### src/rtl/seq_restoring_divider.sv
`default_nettype none
// ============================================================================
// Module      : seq_restoring_divider
// Description : Multi-cycle unsigned restoring divider. One trial subtraction
//               per clock through a (WIDTH+1)-bit ripple subtract chain.
//               start/done handshake; results held until the next operation
//               completes.
// Revision    : 1.0 - initial release
// ============================================================================
module seq_restoring_divider #(
    parameter int WIDTH = 4
) (
    input  logic             clk,
    input  logic             reset,
    input  logic             start,
    input  logic [WIDTH-1:0] dividend,
    input  logic [WIDTH-1:0] divisor,
    output logic             busy,
    output logic             done,
    output logic [WIDTH-1:0] quotient,
    output logic [WIDTH-1:0] remainder,
    output logic             div_by_zero
);

    localparam int CNT_W = (WIDTH > 2) ? $clog2(WIDTH) : 1;
    localparam logic [CNT_W-1:0] C_LAST_ITER = CNT_W'(WIDTH - 1);

    // Encoding chosen so busy and done each come straight from one flop bit.
    typedef enum logic [1:0] {
        S_IDLE = 2'b00,
        S_RUN  = 2'b01,
        S_DONE = 2'b10
    } state_t;

    state_t r_state;
    state_t w_state_next;

    // Partial remainder. The restoring algorithm keeps it below the divisor,
    // so the top bit of the (WIDTH+1)-bit remainder is always zero and is
    // not stored.
    logic [WIDTH-1:0] r_p;
    logic [WIDTH-1:0] r_q;
    logic [WIDTH-1:0] r_divisor;
    logic [CNT_W-1:0] r_cnt;

    logic [WIDTH:0]   w_a;
    logic [WIDTH:0]   w_b;
    logic [WIDTH:0]   w_t;
    logic [WIDTH:0]   w_c;
    logic [WIDTH-1:0] w_p_next;
    logic [WIDTH-1:0] w_q_next;
    logic             w_last;

    // Trial subtraction a - b computed as a + ~b + 1.
    assign w_a    = {r_p, r_q[WIDTH-1]};
    assign w_b    = ~{1'b0, r_divisor};
    assign w_c[0] = 1'b1;

    generate
        for (genvar i = 0; i <= WIDTH; i++) begin : g_ripple
            assign w_t[i] = w_a[i] ^ w_b[i] ^ w_c[i];
            if (i < WIDTH) begin : g_carry
                assign w_c[i+1] = (w_a[i] & w_b[i]) | (w_c[i] & (w_a[i] ^ w_b[i]));
            end
        end
    endgenerate

    // Select restored or subtracted remainder and shift in the quotient bit.
    always_comb begin
        w_p_next = w_a[WIDTH-1:0];
        w_q_next = {r_q[WIDTH-2:0], 1'b0};
        if (!w_t[WIDTH]) begin
            w_p_next = w_t[WIDTH-1:0];
            w_q_next = {r_q[WIDTH-2:0], 1'b1};
        end
    end

    assign w_last = (r_cnt == C_LAST_ITER);

    // State register.
    always_ff @(posedge clk or posedge reset) begin
        if (reset) begin
            r_state <= S_IDLE;
        end else begin
            r_state <= w_state_next;
        end
    end

    // Next-state logic and status outputs.
    always_comb begin
        w_state_next = r_state;
        busy         = r_state[0];
        done         = r_state[1];
        case (r_state)
            S_IDLE: begin
                if (start) begin
                    w_state_next = (divisor == '0) ? S_DONE : S_RUN;
                end
            end
            S_RUN: begin
                if (w_last) begin
                    w_state_next = S_DONE;
                end
            end
            S_DONE:  w_state_next = S_IDLE;
            default: w_state_next = S_IDLE;
        endcase
    end

    // Datapath: operand capture, iteration, and result registers.
    always_ff @(posedge clk or posedge reset) begin
        if (reset) begin
            r_p         <= '0;
            r_q         <= '0;
            r_divisor   <= '0;
            r_cnt       <= '0;
            quotient    <= '0;
            remainder   <= '0;
            div_by_zero <= 1'b0;
        end else begin
            case (r_state)
                S_IDLE: begin
                    if (start) begin
                        r_p       <= '0;
                        r_q       <= dividend;
                        r_divisor <= divisor;
                        r_cnt     <= '0;
                        if (divisor == '0) begin
                            quotient    <= '1;
                            remainder   <= dividend;
                            div_by_zero <= 1'b1;
                        end
                    end
                end
                S_RUN: begin
                    r_p   <= w_p_next;
                    r_q   <= w_q_next;
                    r_cnt <= r_cnt + 1'b1;
                    if (w_last) begin
                        quotient    <= w_q_next;
                        remainder   <= w_p_next;
                        div_by_zero <= 1'b0;
                    end
                end
                default: begin
                end
            endcase
        end
    end

endmodule
`default_nettype wire

### config.mk
export PLATFORM = sky130hd
export DESIGN_NAME = seq_restoring_divider
export DESIGN_NICKNAME = d
export VERILOG_FILES = /design/src/rtl/seq_restoring_divider.sv
export SDC_FILE = /design/constraint.sdc
export NUM_CORES = 1
export LEC_CHECK = 0
export BUFFER_PORTS_ARGS = -buffer_cell sky130_fd_sc_hd__buf_2
export CORE_AREA = 2 2 58 60
export DETAILED_ROUTE_END_ITERATION = 8
export DIE_AREA = 0 0 60 62
export GPL_TIMING_DRIVEN = 0
export HOLD_SLACK_MARGIN = 0.03
export PLACE_DENSITY = 0.63
export SLEW_MARGIN = 20
export SYNTH_ARGS = -nofsm -noshare
export SYNTH_HDL_FRONTEND = slang
export SYNTH_SLANG_ARGS = --single-unit
### constraint.sdc
create_clock -name clk -period 6.2 [get_ports clk]
set_input_delay 0.62 -clock clk [delete_from_list [all_inputs] [get_ports clk]]
set_output_delay 0.62 -clock clk [all_outputs]
set_load 0.05 [all_outputs]
==> flow_metrics.env, run 1 <==
export IMPL_post_dp_hpwl_microns=1814
export IMPL_grtUsageTotal=0.1512
export IMPL_cts_buffers=3
export IMPL_synth_xor_area_share=0.007261
export IMPL_dr_total_vias=873
export IMPL_path_cells="inv_1, ha_1, inv_1, fa_1, inv_1, fa_1, inv_1, fa_1, xnor2_1, nor3b_1, o32a_1"
export IMPL_met2RoutedLength_microns=1173
export IMPL_avgRoutedWirePerCell_microns=14.02
export IMPL_tns_ps=0
export IMPL_yosys_area_share_simple=0.1224
export IMPL_grt_ovfl_total=0
export IMPL_holdBufCountCts=0
export IMPL_slowest_stage="xnor2_1"
export IMPL_path_buf_inv=4
export IMPL_core_area_sq_um=3179
export IMPL_synth_area_leaders="dfrtp_1 (52%), fa_1 (5.0%), mux2_2 (3.7%), o32a_1 (3.3%), a211o_1 (2.9%)"
export IMPL_cts_repair_resized=0
export IMPL_synth_compound_area_frac=0.1878
export IMPL_synth_largest_area_cell="dfrtp_1"
export IMPL_ys_seq_area_frac=0.5187
export IMPL_setup_slack_ps=3392
export IMPL_ys_ff_latch=25
export IMPL_cpLargestDelayFamily="adder cells"
export IMPL_drtAntennaViolNets=0
export IMPL_holdWs_ps=496.6
export IMPL_peakVddDrop_v=0.0001733
export IMPL_grt_max_degree=26
export IMPL_cts_tree="built"
export IMPL_synth_warnings=0
export IMPL_max_freq_mhz=356.2
export IMPL_tightest_slew_ps=960.2
export IMPL_clk_insertion_delay_late_ps=310
export IMPL_start_util=0.3794
export IMPL_grt_pass1_wl_microns=4153
export IMPL_cap_violations=0
export IMPL_cts_setup_buffers=0
export IMPL_die_y_microns=62
export IMPL_critical_path_class="flip-flop to flip-flop"
export IMPL_wl_met3_microns=88
export IMPL_io_pins=22
export IMPL_min_period_ps=2808
export IMPL_cts_htree_levels=1
export IMPL_drc_errors=0
export IMPL_synth_fa_ha_area_frac=0.07054
export IMPL_clockBufferDepth=2
export IMPL_syn_area_sq_um=1206
export IMPL_max_slew_margin_rel=0.3592
export IMPL_rows=21
export IMPL_fillerInstances=326
export IMPL_critPathArrivalTime_ps=3020
export IMPL_muxShareOfSynthArea=0.04564
export IMPL_n_antenna_cell=0
export IMPL_syn_avg_cell_area_sq_um=11.83
export IMPL_m1WireLength_microns=1128
export IMPL_gp_congestion=0.8184
export IMPL_drive_gt1_frac=0.2520
export IMPL_register_area_sq_um=625.6
export IMPL_rsz0062_at_grt="no"
export IMPL_multi_input_area_sq_um=523.0
export IMPL_fp_dieW_microns=60
export IMPL_placed_cells=169
export IMPL_cts_sinks=25
export IMPL_synth_top_area_frac=0.5187
export IMPL_vias_per_cell=5.046
export IMPL_cellPowerDensity_nw_per_um2=586.4
export IMPL_numPortBuffers=21
export IMPL_critPathCaptureType="flip-flop"
export IMPL_yosysUniqueCellTypes=33
export IMPL_crit_path_frequent_cell="inv_1"
export IMPL_startpoint="r_q[3]$_DFFE_PP0P_"
export IMPL_status="finished clean"
export IMPL_post_synth_inst_count=102
export IMPL_fin_crit_sh=0.4528
export IMPL_finalHoldViolations=0
export IMPL_die_area_sq_um=3720
export IMPL_grt_pass1_vias=934
export IMPL_top_layer_used="met4"
export IMPL_cts_root_buf="clkbuf_4"
export IMPL_cp_start_kind="flip-flop"
export IMPL_syn_nets=118
export IMPL_cp_max_fo=9
export IMPL_p_leak_nw=0.6638
export IMPL_dp_slack_ps=3419
export IMPL_finalMaxSlewViolations=0
export IMPL_finalWirelength_microns=2426
export IMPL_antenna_found_initial=0
export IMPL_path_clk_slew_ps=130
export IMPL_skew_ps=1.675
export IMPL_final_nets=144
export IMPL_setup_violations=0
export IMPL_drtIter0Drc=43
export IMPL_instances_no_fill=173
export IMPL_cp_slowest_stage_delay_ps=480
export IMPL_synth_top_family_by_area="compound AO/OA/AOI/OAI gates"
export IMPL_firstDrtPassIters=4
export IMPL_r2r_start="r_q[3]$_DFFE_PP0P_"
export IMPL_hold_class="input pin to async pin"
export IMPL_area_growth_synth_to_final_pct=15.66
export IMPL_cp_required_ps=6410
[worst reg2reg max path, stage by stage (launching register included)]
cell	delay, ps
dfrtp_1	420
inv_1	70
ha_1	130
inv_1	50
fa_1	370
inv_1	80
fa_1	150
inv_1	50
fa_1	380
xnor2_1	480
nor3b_1	150
o32a_1	370
[power breakdown]
group          total, mW  internal (mW)  switching (mW)
Combinational      0.456          0.166           0.291
Sequential         0.290          0.241          0.0491
Clock             0.0712         0.0252          0.0460
Total              0.818          0.432           0.386
[cells in the final DEF (no fill, tap or decap)]
cell type,instances
xnor2_1,1
nand3b_1,1
or4_4,1
buf_6,1
or3b_1,1
o32a_1,4
nand2_1,6
o21bai_1,1
nor3_1,2
buf_2,22
o22a_1,3
clkbuf_4,3
o21ai_4,1
inv_1,9
and2_1,1
mux2i_1,1
a21oi_1,2
a211o_1,4
fa_1,3
a22oi_1,2
nor2_1,2
mux2_2,4
nor3b_1,2
o21ai_0,5
a22o_1,1
o31a_1,4
o31ai_1,1
clkbuf_1,3
nor2b_1,3
nand2b_1,1
and3_1,4
dfrtp_1,25
and3b_1,1
ha_1,2
[Yosys cell counts]
cell / count
buf_6: 1
nor2_1: 2
o31ai_1: 1
o31a_1: 4
and3b_1: 1
o21bai_1: 1
nor3b_1: 2
nand2b_1: 1
and3_1: 4
a22oi_1: 2
nand2_1: 6
inv_1: 9
xnor2_1: 1
a21oi_1: 2
o32a_1: 4
mux2_2: 4
clkbuf_1: 2
o22a_1: 3
fa_1: 3
nor3_1: 2
or3b_1: 1
buf_2: 1
ha_1: 2
and2_1: 1
a211o_1: 4
o21ai_0: 5
nand3b_1: 1
dfrtp_1: 25
mux2i_1: 1
o21ai_4: 1
or4_4: 1
a22o_1: 1
nor2b_1: 3
[kinds of logic after synthesis]
logic type,after synthesis
simple gates,25
compound gates,28
flops,25
xor+xnor,1
buf+inv,13
mux,5
fa+ha+maj,5
[final cells by class]
cell class                 instances  area share
inverter                           9     0.02422
timing repair buffer              21     0.07534
clock buffer                       4     0.01883
multi-input combinational         64      0.3749
tap                               46     0.04126
buffer                             4     0.01704
sequential                        25      0.4484
[path summary, 6_finish.rpt]
check,end,slack [ps],cells past startpoint
worst min-delay path,quotient[1]$_DFFE_PP0P_,500,2
worst min register to register,div_by_zero$_DFFE_PP0P_,500,2
worst max-delay path,remainder[1]$_DFFE_PP0P_,3390,11
min in group clk,div_by_zero$_DFFE_PP0P_,500,2
max in group asynchronous,remainder[1]$_DFFE_PP0P_,5120,2
worst max register to register,remainder[1]$_DFFE_PP0P_,3390,11
[sequential cells by signal (all words and copies together), names as in the netlist]
name,flops
r_cnt,2
r_q,4
div_by_zero,1
r_state,2
remainder,4
r_divisor,4
quotient,4
r_p,4
[through the flow]
stage | instance area [sq um] | util | power [mW]
after floorplan | 1206 | - | 0.6446
after global placement | 1369 | 0.4305 | 0.7405
after detailed placement | 1369 | 0.4305 | 0.7592
after CTS | 1395 | 0.4388 | 0.8313
after global routing | 1395 | 0.4388 | 0.8918
final | 1395 | 0.4388 | 0.8180
[layer usage]
layer	global-route usage	vias to the layer above
li1	-	416
met1	0.1878	432
met2	0.2702	20
met3	0.01863	5
met4	0.05714	0
met5	0	-
(Power assumes the default switching activity.)
==> run 2, diff against run 1 <==
Clock period 6.2 ns to 2.95 ns, I/O delays scaled along.
==> run 2 against run 1 <==
Highest routed layer unchanged. Clock-buffer cell count is the same. Combinational power rose by 110%. Critical path type unchanged. Final area up 0.54%. Critical path depth unchanged. Sequential power up 110%. Critical endpoint unchanged. Register-to-register slack lost 3100 ps.
==> flow_metrics.env, run 2 (synthesis gave the netlist of run 1 again) <==
export IMPL_status="finished clean"
export IMPL_io_pins=22
export IMPL_rsz0062_at_grt="no"
export IMPL_peakVddDrop_v=0.0003643
export IMPL_cellPowerDensity_nw_per_um2=1235
export IMPL_drive_gt1_frac=0.2598
export IMPL_cts_tree="built"
export IMPL_firstDrtPassIters=4
export IMPL_rows=21
export IMPL_cap_violations=0
export IMPL_cts_htree_levels=1
export IMPL_cts_buffers=3
export IMPL_grt_pass1_vias=934
export IMPL_min_period_ps=2629
export IMPL_n_antenna_cell=0
export IMPL_max_slew_margin_rel=0.3683
export IMPL_numPortBuffers=21
export IMPL_antenna_found_initial=0
export IMPL_dr_total_vias=876
export IMPL_tns_ps=0
export IMPL_cp_start_kind="flip-flop"
export IMPL_cts_setup_buffers=0
export IMPL_skew_ps=1.247
export IMPL_cts_root_buf="clkbuf_4"
export IMPL_final_cell_mix="dfrtp_1 (25), buf_2 (22), inv_1 (9)"
export IMPL_max_freq_mhz=380.4
export IMPL_grt_max_degree=26
export IMPL_startpoint="r_q[3]$_DFFE_PP0P_"
export IMPL_core_area_sq_um=3179
export IMPL_avgRoutedWirePerCell_microns=13.91
export IMPL_cp_slowest_stage_delay_ps=420
export IMPL_postLayoutCellArea_sq_um=1403
export IMPL_rrSetupSlack_ps=320
export IMPL_area_growth_synth_to_final_pct=16.29
export IMPL_post_dp_hpwl_microns=1814
export IMPL_drtIter0Drc=37
export IMPL_vias_per_cell=5.064
export IMPL_cts_sinks=25
export IMPL_drc_errors=0
export IMPL_grt_ovfl_total=0
export IMPL_final_nets=144
export IMPL_cp_max_fo=9
export IMPL_grtUsageTotal=0.1512
export IMPL_final_common_cell="dfrtp_1"
export IMPL_hold_class="input pin to async pin"
export IMPL_holdWs_ps=171.9
export IMPL_slowest_stage="dfrtp_1"
export IMPL_p_leak_nw=0.6678
export IMPL_finalHoldViolations=0
export IMPL_clockBufferDepth=2
export IMPL_tightest_slew_ps=946.6
export IMPL_r2r_start="r_q[3]$_DFFE_PP0P_"
export IMPL_path_clk_slew_ps=120
export IMPL_grt_pass1_wl_microns=4153
export IMPL_critPathCaptureType="flip-flop"
export IMPL_finalMaxSlewViolations=0
export IMPL_drtAntennaViolNets=0
export IMPL_gp_congestion=0.8184
export IMPL_clk_insertion_delay_late_ps=310
export IMPL_critical_path_class="flip-flop to flip-flop"
export IMPL_crit_path_frequent_cell="inv_1"
export IMPL_die_y_microns=62
export IMPL_die_area_sq_um=3720
export IMPL_placed_area_sq_um=1369
export IMPL_path_cells="inv_1, ha_1, inv_1, fa_1, inv_1, fa_1, inv_1, fa_1, xnor2_2, nor3b_1, o32a_1"
export IMPL_fin_crit_sh=0.8911
export IMPL_critPathArrivalTime_ps=2840
export IMPL_start_util=0.3794
export IMPL_fp_dieW_microns=60
export IMPL_setup_violations=0
export IMPL_finalWirelength_microns=2407
export IMPL_total_power_mw=1.733
export IMPL_cp_required_ps=3160
-- run 2: cell count changes in the layout (fill, tap and decap cells not counted) --
cell	change
xnor2_2	+1
xnor2_1	-1
-- run 2: through the flow --
| step | worst slack, ps | instances | utilization |
|---|---|---|---|
| CTS | 135.6 | 173 | 0.4388 |
| detailed placement | 168.5 | 169 | 0.4305 |
| global placement | 208.1 | 169 | 0.4305 |
| global route | 167.0 | 173 | 0.4412 |
| finish | 321.2 | 173 | 0.4412 |
| floorplan | 446.8 | 102 | - |
-- run 2: critical path, delay by kind of cell (launching register included) --
family                     cells  cell delay, ps
adders and majority gates      4            1050
DFF                            1             420
AOI/OAI and AO/OA              1             360
xor gates and xnor gates       1             310
buffers and inverters          4             250
and+or+nand+nor                1             120
-- run 2: area by class of cell --
type | instances | area (sq um)
inverters | 9 | 33.78
multi-input cells | 64 | 530.5
well taps | 46 | 57.56
flip-flops and latches | 25 | 625.6
repair buffers | 21 | 105.1
fillers | 327 | 1777
plain buffers | 4 | 23.77
clock buffers | 4 | 26.28
-- run 2: power breakdown --
part	switching [mW]	leakage (nW)	internal (mW)
Clock	0.0959	0.0150	0.0529
Sequential	0.105	0.301	0.507
Combinational	0.612	0.352	0.360
-- run 2: repair_timing --
item / CTS / global route
resized for setup: 0 / 1
setup endpoints to repair: 0 / 4
hold buffers: 0 / 0
-- run 2: per-layer routing --
metal / track usage / wire [microns] / part of all wire / up-vias
met5: 0 / 0 / 0 / -
met4: 0.05714 / 35 / 0.015 / 0
met3: 0.01863 / 78 / 0.032 / 5
met2: 0.2702 / 1165 / 0.48 / 20
met1: 0.1878 / 1128 / 0.47 / 434
li1: - / - / - / 417
-- run 2: worst paths after layout --
check                                      endpoint  cells past startpoint
max reg2reg                remainder[1]$_DFFE_PP0P_                     11
min                         quotient[1]$_DFFE_PP0P_                      2
min reg2reg                 quotient[2]$_DFFE_PP0P_                      1
min in group clk           r_divisor[2]$_DFFE_PP0P_                      2
max                        remainder[1]$_DFFE_PP0P_                     11
max in group asynchronous  remainder[1]$_DFFE_PP0P_                      2
